$ cat src/rtl/awgn_chan.sv
// awgn_chan: BPSK maps a bit to +/-1.0 in Q5,11 and adds LFSR/CLT Gaussian noise scaled by snr_idx.
// Noise path is built only when AWGN_CHAN_NOISE_EN is defined; otherwise the sample is exactly +/-2048.
module awgn_chan #(
  parameter logic [31:0] SEED = 32'h0000_0001
) (
  input  logic        clk,
  input  logic        rst,
  input  logic        bit_in,
  input  logic        bit_valid,
  output logic        bit_ready,
  input  logic [3:0]  snr_idx,
  output logic [15:0] sample,
  output logic        sample_valid,
  input  logic        sample_ready
);
  typedef enum logic [1:0] {IDLE, GEN, MUL, OUT} state_t;
  state_t state, nxt;
  logic bit_q;
  logic [15:0] map, result;
  assign bit_ready = state == IDLE;
  assign sample_valid = state == OUT;
  assign map = bit_q ? 16'hf800 : 16'h0800;
`ifdef AWGN_CHAN_NOISE_EN
  localparam state_t START = GEN;
  localparam logic [31:0] LFSR_INIT = (SEED == 32'd0) ? 32'd1 : SEED;
  localparam logic [10:0] SIGMA [16] = '{
    11'd791, 11'd773, 11'd755, 11'd738, 11'd721, 11'd704, 11'd688, 11'd673,
    11'd657, 11'd643, 11'd628, 11'd628, 11'd628, 11'd628, 11'd628, 11'd628};
  logic [31:0] lfsr;
  logic [13:0] acc;
  logic [1:0] cnt;
  logic [3:0] snr_q;
  logic signed [14:0] g;
  logic signed [26:0] prod;
  // Sum of four 12-bit uniforms is centred on 8190; the arithmetic shift floors toward -inf.
  assign g = $signed({1'b0, acc}) - 15'sd8190;
  assign prod = g * $signed({1'b0, SIGMA[snr_q]});
  assign result = map + 16'(prod >>> 11);
  always_ff @(posedge clk or posedge rst)
    if (rst) begin
      lfsr <= LFSR_INIT;
      acc <= '0;
      cnt <= '0;
      snr_q <= '0;
    end else if (state == IDLE && bit_valid) begin
      acc <= '0;
      cnt <= '0;
      snr_q <= snr_idx;
    end else if (state == GEN) begin
      acc <= acc + {2'b00, lfsr[11:0]};
      lfsr <= lfsr[0] ? (lfsr >> 1) ^ 32'h8020_0003 : lfsr >> 1;
      cnt <= cnt + 2'd1;
    end
`else
  localparam state_t START = MUL;
  logic unused_cfg;
  assign unused_cfg = ^{snr_idx, SEED};
  assign result = map;
`endif
  always_ff @(posedge clk or posedge rst)
    if (rst) state <= IDLE;
    else state <= nxt;
  always_comb begin
    nxt = state;
    case (state)
      IDLE: nxt = bit_valid ? START : IDLE;
`ifdef AWGN_CHAN_NOISE_EN
      GEN: nxt = (cnt == 2'd3) ? MUL : GEN;
`endif
      MUL: nxt = OUT;
      OUT: nxt = sample_ready ? IDLE : OUT;
      default: nxt = IDLE;
    endcase
  end
  always_ff @(posedge clk or posedge rst)
    if (rst) begin
      bit_q <= 1'b0;
      sample <= '0;
    end else begin
      if (state == IDLE && bit_valid) bit_q <= bit_in;
      if (state == MUL) sample <= result;
    end
endmodule

$ cat config.mk
export PLATFORM = sky130hd
export DESIGN_NAME = awgn_chan
export DESIGN_NICKNAME = d
export VERILOG_FILES = /design/src/rtl/awgn_chan.sv
export SDC_FILE = /design/constraint.sdc
export NUM_CORES = 1
export LEC_CHECK = 0
export BUFFER_PORTS_ARGS = -buffer_cell sky130_fd_sc_hd__buf_2
export CAP_MARGIN = 0
export CORE_AREA = 2 2 39 41
export DETAILED_ROUTE_END_ITERATION = 10
export DIE_AREA = 0 0 41 43
export GPL_TIMING_DRIVEN = 0
export MAX_ROUTING_LAYER = met4
export PLACE_DENSITY = 0.58
export SYNTH_ARGS = -nofsm -noshare
export SYNTH_HDL_FRONTEND = slang
export SYNTH_SLANG_ARGS = --single-unit
$ cat constraint.sdc
create_clock -name clk -period 2.9 [get_ports clk]
set_input_delay 0.145 -clock clk [delete_from_list [all_inputs] [get_ports clk]]
set_output_delay 0.145 -clock clk [all_outputs]
set_load 0.05 [all_outputs]
==> flow_metrics.py, run 1 <==
metrics = {
    "run_status": {
        "outcome": "finished clean",
    },
    "worst_setup_path": {
        "crit_path_end_kind": "output port",
        "r2r_end": "bit_q",
        "crit_arrival_ns": 1.05,
        "cp_max_fo": 6,
        "worstPathRequired_ns": 2.76,
        "reg2regPathDepth": 2,
        "path_class": "register to output port",
        "rr_startpoint": "state[0]",
        "startpoint_type": "register",
        "r2r_slack_ns": 1.79,
    },
    "sta": {
        "hold_viol": 0,
        "max_freq_ghz": 0.834,
        "slew_violations": 0,
        "fin_crit_sh_pct": 41.4,
        "clock_skew_ns": 0.000560,
        "setup_viol": 0,
        "fin_setup_tns_ns": 0,
        "fin_hold_ws_ns": 0.130,
        "rsz0062_at_grt": "no",
        "min_period_ns": 1.20,
    },
    "synthesis": {
        "yosysSeqAreaShare_pct": 39.8,
        "synth_compound_area_share_pct": 4.78,
        "synth_cells": 31,
        "syn_area_per_cell_um2": 10.1,
        "ys.warnings.count": 0,
        "synth_mux_area_share_pct": 8.37,
        "synth_top_family_by_area": "buffers and inverters",
        "syn_area_um2": 314,
        "yosysUniqueCellTypes": 12,
        "yosys.area_share.simple_pct": 9.96,
        "synth_adder_area_share_pct": 0,
        "ys_ff_latch": 5,
        "synth_xor_xnor_area_share_pct": 0,
    },
    "grt": {
        "grt_overflow": 0,
        "first_global_vias": 186,
        "grt_pass1_wl_um": 710,
        "grt_max_degree": 7,
        "antenna_found_initial": 0,
        "track_usage_pct": 7.02,
    },
    "power_and_ir_drop": {
        "pwr-share-seq_pct": 23.7,
        "power-per-cell-area_nw_per_um2": 1170,
        "swShare_pct": 52.2,
        "p_switching_uw": 282,
        "ir_worst_vdd_uv": 276,
        "p_leak_nw": 0.270,
        "intPower_uw": 258,
        "p_comb_share_pct": 62.0,
        "power_frac_clock_pct": 14.4,
    },
    "die": {
        "chipWidth_um": 41,
        "die_area_um2": 1760,
        "io-pin-count": 27,
        "start_util_pct": 22.7,
        "placementRows": 14,
        "core_area_um2": 1380,
        "die_h_um": 43,
    },
    "final_layout": {
        "ff_latch_area_um2": 125,
        "area_growth_pct": 47.4,
        "antenna_cells": 0,
        "final_common_cell": "buf_4",
        "design_area_um2": 463,
        "drive_gt1_share_pct": 52.6,
        "multi_input_area_um2": 114,
        "mostFrequentLayoutCells": "buf_4 (14), conb_1 (11), buf_2 (11)",
        "final_net_count": 67,
        "fillers": 160,
    },
    "worst_hold_path": {
        "min_to": "state[1]",
        "holdCritPathClass": "primary input to register",
        "hold_start": "bit_valid",
        "worstHoldPathCells": 2,
    },
    "cts": {
        "cts_root_buffer": "clkbuf_4",
        "cts_tree": "done",
        "clock_path_buffers": 2,
        "numCtsBuffers": 3,
        "clk_pin_slew_worst_paths_ns": 0.04,
        "clock-sinks": 5,
        "clk_latency_ns": 0.23,
        "h-tree-depth": 1,
    },
    "placed_design": {
        "port_buffers": 11,
        "gp_congestion": 0.664,
        "place_area_um2": 427,
    },
    "drt": {
        "ant_nets": 0,
        "drc": 0,
        "vias_per_cell": 3.14,
        "drt_iter0_markers": 1,
        "routedWlPerCell_um": 6.34,
        "vias": 229,
        "dr.pass1.iters": 2,
        "wl_um": 463,
    },
    "flow_run": {
        "cap_violations": 0,
    },
}
critical path, stage by stage (launching register included):
cell,delay [ns]
dfrtp_1,0.41
and2_2,0.20
buf_2,0.20
Yosys cell counts (all sizes together):
cell / instances / area [um^2]
nor2: 1 / 3.75
inv: 2 / 7.51
mux2: 2 / 26.3
dfrtp: 5 / 125
a21boi: 1 / 7.51
conb: 1 / 3.75
nor3b: 1 / 7.51
nand2b: 2 / 12.5
buf: 14 / 105
and2: 1 / 7.51
a21o: 1 / 7.51
logic make-up after synthesis:
logic type	Yosys count
AO/OA/AOI/OAI	2
flip-flops	5
buffers and inverters	16
AND/OR/NAND/NOR	5
other	1
multiplexers	2
repair_timing:
action                                 CTS  global route
buffers inserted                         0             0
endpoints found under the hold margin    5             0
gates resized for setup                  0             0
hold buffers                             1             0
power groups by stage:
stage | Sequential (mW) | Combinational, mW | Clock, mW
6_report | 0.128 | 0.334 | 0.0774
5_1_grt | 0.134 | 0.355 | 0.0901
4_1_cts | 0.129 | 0.337 | 0.0811
3_5_place_dp | 0.130 | 0.336 | 0
3_3_place_gp | 0.128 | 0.333 | 0
2_1_floorplan | 0.148 | 0.264 | 0
state kept, by name, indices dropped and copies added (netlist names):
name	flops
state	2
sample	2
bit_q	1
area by class of cell:
cell class | instances | area share [%]
sequential | 5 | 27.0
multi-input combinational | 20 | 24.6
buffer | 14 | 22.7
timing repair buffer | 12 | 14.1
clock buffer | 4 | 5.68
tap | 16 | 4.32
inverter | 2 | 1.62
metrics by stage:
step	power (mW)	instances	utilization, %	worst slack [ns]
finish	0.540	73	33.5	1.70
global route	0.579	73	33.5	1.65
CTS	0.546	73	33.5	1.69
detailed placement	0.465	68	30.8	1.76
global placement	0.461	68	30.8	1.80
floorplan	0.411	41	-	1.70
layer usage:
metal / routed length [um] / vias up / GRT usage (%)
met2: 235 / 11 / 9.38
met1: 165 / 94 / 5.52
li1: - / 122 / -
met5: 0 / - / -
met4: 4 / 0 / 6.00
met3: 56 / 2 / 6.28
how the worst max path moves through the flow:
stage / from / to / slack [ns] / cells after the start
after floorplan: state[1] / bit_ready / 1.70 / 1
after global placement: state[1] / bit_q / 1.80 / 2
after detailed placement: state[1] / bit_q / 1.76 / 2
after CTS: state[0] / sample_valid / 1.69 / 2
after global routing: state[0] / sample_valid / 1.65 / 2
final: state[0] / sample_valid / 1.70 / 2
(Power assumes the default switching activity.)
==> run 2: changes to the inputs <==
--- a/config.mk
+++ b/config.mk
@@ -12,7 +12,7 @@
 export DIE_AREA = 0 0 41 43
 export GPL_TIMING_DRIVEN = 0
 export MAX_ROUTING_LAYER = met4
-export PLACE_DENSITY = 0.58
+export PLACE_DENSITY = 0.6
 export SYNTH_ARGS = -nofsm -noshare
 export SYNTH_HDL_FRONTEND = slang
 export SYNTH_SLANG_ARGS = --single-unit
==> constraint.sdc (replaced) <==
create_clock -name clk -period 0.98 [get_ports clk]
set_input_delay 0.049 -clock clk [delete_from_list [all_inputs] [get_ports clk]]
set_output_delay 0.049 -clock clk [all_outputs]
set_load 0.05 [all_outputs]
==> flow_metrics.py, run 2 (same netlist as run 1, synthesis figures left out) <==
metrics = {
    "run_status": {
        "outcome": "complete, but fails checks",
        "failed_checks": "setup timing",
    },
    "worst_setup_path": {
        "slowest_delay_ns": 0.44,
        "crit_buf_inv": 0,
        "startpoint_type": "register",
        "worstPathRequired_ns": 1.10,
        "crit_arrival_ns": 1.20,
        "path_cells": "nor3b_2 -> mux2_4",
        "path_class": "register to register",
        "cp_max_fo": 6,
        "crit_path_end_kind": "register",
        "critPathTopFamily": "flip-flops",
        "critPathSlowestCell": "dfrtp_2",
    },
    "final_layout": {
        "fin_cells": 73,
        "reg_top3": "sample: 2 flops, state: 2 flops, bit_q: 1 flops",
        "final_common_cell": "buf_4",
        "antenna_cells": 0,
        "final_net_count": 67,
        "mostFrequentLayoutCells": "buf_4 (12), conb_1 (11), buf_2 (5)",
        "area_growth_pct": 71.3,
        "utilization_pct": 38.9,
        "drive_gt1_share_pct": 61.4,
    },
    "die": {
        "chipWidth_um": 41,
        "start_util_pct": 22.7,
        "die_area_um2": 1760,
        "core_area_um2": 1380,
        "die_h_um": 43,
        "io-pin-count": 27,
        "placementRows": 14,
    },
    "power_and_ir_drop": {
        "pwr-share-seq_pct": 21.4,
        "swShare_pct": 46.5,
        "power_frac_clock_pct": 11.8,
        "intPower_mw": 1.06,
        "ir_worst_vdd_uv": 1060,
        "power-per-cell-area_nw_per_um2": 3680,
        "p_leak_nw": 0.293,
        "p_switching_uw": 922,
        "p_comb_share_pct": 66.8,
    },
    "sta": {
        "slew_violations": 0,
        "fin_crit_sh_pct": 110,
        "fin_ws_ns": -0.102,
        "fin_setup_tns_ns": -0.306,
        "setup_viol": 7,
        "rsz0062_at_grt": "yes",
        "max_freq_ghz": 0.924,
        "clock_skew_ns": 0.00112,
        "min_period_ns": 1.08,
        "fin_hold_ws_ns": 0.0252,
        "hold_viol": 0,
    },
    "cts": {
        "clk_latency_ns": 0.24,
        "cts_tree": "done",
        "cts_root_buffer": "clkbuf_4",
        "clock-sinks": 5,
        "clock_path_buffers": 2,
        "numCtsBuffers": 3,
        "h-tree-depth": 1,
        "clk_pin_slew_worst_paths_ns": 0.04,
    },
    "grt": {
        "first_global_vias": 185,
        "antenna_found_initial": 0,
        "grt_pass1_wl_um": 676,
        "grt_max_degree": 7,
        "track_usage_pct": 6.84,
        "grt_overflow": 0,
    },
    "placed_design": {
        "pre_cts_slack_ns": -0.108,
        "dpl.hpwl_um": 402,
        "port_buffers": 11,
        "placed_cells": 68,
        "gp_congestion": 0.661,
    },
    "flow_run": {
        "cap_violations": 0,
    },
    "drt": {
        "routedWlPerCell_um": 6.77,
        "dr.pass1.iters": 1,
        "route.met3.wl_um": 53,
        "vias_per_cell": 3.19,
        "drt_iter0_markers": 0,
        "drc": 0,
        "met2WireLength_um": 261,
        "vias": 233,
        "highest_layer": "met4",
        "ant_nets": 0,
        "wl_um": 494,
        "wl_met1_um": 173,
    },
    "worst_hold_path": {
        "holdCritPathClass": "primary input to register",
    },
}
==> run 2: changes by cell type in the layout (fill, tap and decap cells not counted), moves of 2 or more <==
cell     delta
buf_2       -6
buf_6       +4
buf_4       -2
dfrtp_2     +2
dfrtp_1     -2
buf_8       +4
==> run 2: path summary, 6_finish.rpt <==
path / startpoint / end / slack [ns] / depth (start not counted)
worst max-delay path: state[0] / bit_q / -0.10 / 2
worst min-delay path: sample_ready / state[0] / 0.03 / 2
worst max register to register: state[0] / bit_q / -0.10 / 2
worst min register to register: sample[11] / sample[11] / 0.46 / 1
max in group asynchronous: rst / sample[14] / 0.55 / 3
min in group asynchronous: rst / state[1] / 0.25 / 3
==> run 2: final cells by class <==
class                      count  area, um^2
tap                           16        20.0
buffer                        14         116
timing repair buffer          12         114
clock buffer                   4        26.3
fill                         140         846
sequential                     5         128
inverter                       2        7.51
multi-input combinational     20         126
==> run 2: layer usage <==
metal,up-vias,global-route usage (%)
met1,98,5.92
met4,0,8.00
li1,122,-
met3,2,4.71
met5,-,-
met2,11,8.44
==> run 2: metrics by stage <==
stage,cell area [um^2],total power [mW]
3_3_place_gp,435,1.39
5_1_grt,538,2.08
4_1_cts,529,1.94
3_5_place_dp,435,1.41
2_1_floorplan,360,1.24
6_report,538,1.98
==> run 2: repair_timing <==
action	4_1_cts	5_1_grt
hold buffers	1	0
endpoints found under the hold margin	5	0
gates cloned	0	0
setup buffers	0	0
resized for setup	18	3
setup endpoints to repair	7	7
pin swaps	0	2
==> run 2: power groups by stage <==
stage	logic (mW)	clock network [mW]	registers [mW]
finish	1.32	0.235	0.424
global route	1.38	0.266	0.436
CTS	1.27	0.248	0.419
detailed placement	1.00	0	0.405
global placement	0.992	0	0.399
floorplan	0.787	0	0.456
==> run 3: changes to the inputs <==
==> config.mk (replaced) <==
export PLATFORM = sky130hd
export DESIGN_NAME = awgn_chan
export DESIGN_NICKNAME = d
export VERILOG_FILES = /design/src/rtl/awgn_chan.sv
export SDC_FILE = /design/constraint.sdc
export NUM_CORES = 1
export LEC_CHECK = 0
export CAP_MARGIN = 0
export CORE_AREA = 2 2 39 41
export DETAILED_ROUTE_END_ITERATION = 10
export DIE_AREA = 0 0 41 43
export DONT_BUFFER_PORTS = 1
export GPL_TIMING_DRIVEN = 0
export MAX_ROUTING_LAYER = met4
export PLACE_DENSITY = 0.42
export RECOVER_POWER = 100
export SYNTH_ARGS = -nofsm -noshare
export SYNTH_HDL_FRONTEND = slang
export SYNTH_SLANG_ARGS = --single-unit
==> flow_metrics.py, run 3 (same netlist as run 1, synthesis figures left out) <==
metrics = {
    "final_layout": {
        "final_net_count": 60,
        "mostFrequentLayoutCells": "buf_4 (12), conb_1 (11), dlygate4sd3_1 (4)",
        "fillers": 151,
        "fin_cells": 66,
        "reg_top3": "sample: 2 flops, state: 2 flops, bit_q: 1 flops",
        "antenna_cells": 0,
        "final_common_cell": "buf_4",
        "drive_gt1_share_pct": 52.0,
        "area_growth_pct": 55.8,
    },
    "die": {
        "placementRows": 14,
        "io-pin-count": 27,
        "die_area_um2": 1760,
        "core_area_um2": 1380,
        "start_util_pct": 22.7,
        "die_h_um": 43,
        "chipWidth_um": 41,
    },
    "grt": {
        "top_usage_layer": "met2",
        "grt_util_met1_pct": 7.47,
        "track_usage_pct": 8.05,
        "grt.met3_usage_pct": 8.38,
        "first_global_vias": 195,
        "antenna_found_initial": 0,
        "grt_max_degree": 7,
        "grt_pass1_wl_um": 814,
        "grt_overflow": 0,
        "met2_usage_pct": 9.38,
    },
    "flow_run": {
        "cap_violations": 0,
    },
    "run_status": {
        "outcome": "complete, but fails checks",
        "failed_checks": "setup timing",
    },
    "power_and_ir_drop": {
        "ir_worst_vdd_uv": 1490,
        "power-per-cell-area_nw_per_um2": 3580,
        "p_leak_nw": 0.255,
    },
    "sta": {
        "fin_setup_tns_ns": -0.609,
        "fin_crit_sh_pct": 112,
        "hold_viol": 0,
        "clock_skew_ns": 0.00325,
        "fin_ws_ns": -0.116,
        "max_freq_ghz": 0.912,
        "setup_viol": 7,
        "rsz0062_at_grt": "yes",
        "fin_hold_ws_ns": 0.145,
        "min_period_ns": 1.10,
        "slew_violations": 0,
    },
    "cts": {
        "clock_path_buffers": 2,
        "clk_pin_slew_worst_paths_ns": 0.05,
        "cts_tree": "done",
        "numCtsBuffers": 3,
        "clk_latency_ns": 0.24,
        "clock-sinks": 5,
        "h-tree-depth": 1,
        "cts_root_buffer": "clkbuf_4",
    },
    "drt": {
        "wl_um": 512,
        "drt_iter0_markers": 2,
        "dr.pass1.iters": 2,
        "routedWlPerCell_um": 7.76,
        "ant_nets": 0,
        "vias_per_cell": 3.24,
        "vias": 214,
        "drc": 0,
    },
    "worst_setup_path": {
        "startpoint_type": "register",
        "crit_arrival_ns": 1.22,
        "cp_max_fo": 5,
        "path_class": "register to register",
        "crit_path_end_kind": "register",
        "worstPathRequired_ns": 1.10,
    },
    "placed_design": {
        "port_buffers": 0,
        "dpl.hpwl_um": 383,
        "gp_congestion": 0.673,
        "pre_cts_slack_ns": -0.0987,
        "placed_cells": 57,
    },
    "worst_hold_path": {
        "holdCritPathClass": "primary input to asynchronous set/reset pin",
    },
}
## run 3: area by class of cell
| cell class | count | area (um^2) | area share [%] |
|---|---|---|---|
| multi-input combinational | 20 | 131 | 26.9 |
| clock buffer | 4 | 26.3 | 5.37 |
| buffer | 14 | 128 | 26.1 |
| inverter | 2 | 7.51 | 1.53 |
| tap | 16 | 20.0 | 4.09 |
| timing repair buffer | 5 | 47.5 | 9.72 |
| sequential | 5 | 129 | 26.3 |
## run 3: metrics by stage
step / area, um^2 / util, % / total power, mW
floorplan: 360 / - / 1.24
global placement: 380 / 27.5 / 1.29
detailed placement: 380 / 27.5 / 1.30
CTS: 477 / 34.4 / 1.71
global route: 489 / 35.4 / 1.87
finish: 489 / 35.4 / 1.75
## run 3: worst max-delay path, stage by stage, from the launching register on
cell	delay, ns
dfrtp_2	0.44
nor3b_2	0.22
mux2_4	0.31
## run 3: per-layer routing
metal	share of wire, %	vias up	routed length (um)
met5	0	-	0
li1	-	108	-
met3	15	2	77
met1	38	88	192
met2	44	16	227
met4	2.7	0	14
## run 3: worst paths after layout
kind | from | end | slack [ns] | cells past startpoint
max in group asynchronous | rst | state[1] | 0.65 | 2
min in group clk | bit_valid | bit_q | 0.17 | 2
worst min-delay path | rst | sample[11] | 0.14 | 2
worst max-delay path | state[1] | bit_q | -0.12 | 2
worst min register to register | bit_q | sample[14] | 0.50 | 1
worst max register to register | state[1] | bit_q | -0.12 | 2
## run 3: repair_timing
item / 4_1_cts / 5_1_grt
buffers inserted: 0 / 1
endpoints found under the hold margin: 8 / 0
pin swaps: 0 / 1
hold buffers: 4 / 0
resized for setup: 10 / 2
setup endpoints to repair: 7 / 7
## run 3: power by group
group          leakage [nW]  internal (mW)  switching, mW
logic                 0.188          0.401          0.587
clock network        0.0150          0.154         0.0862
registers            0.0523          0.304          0.222
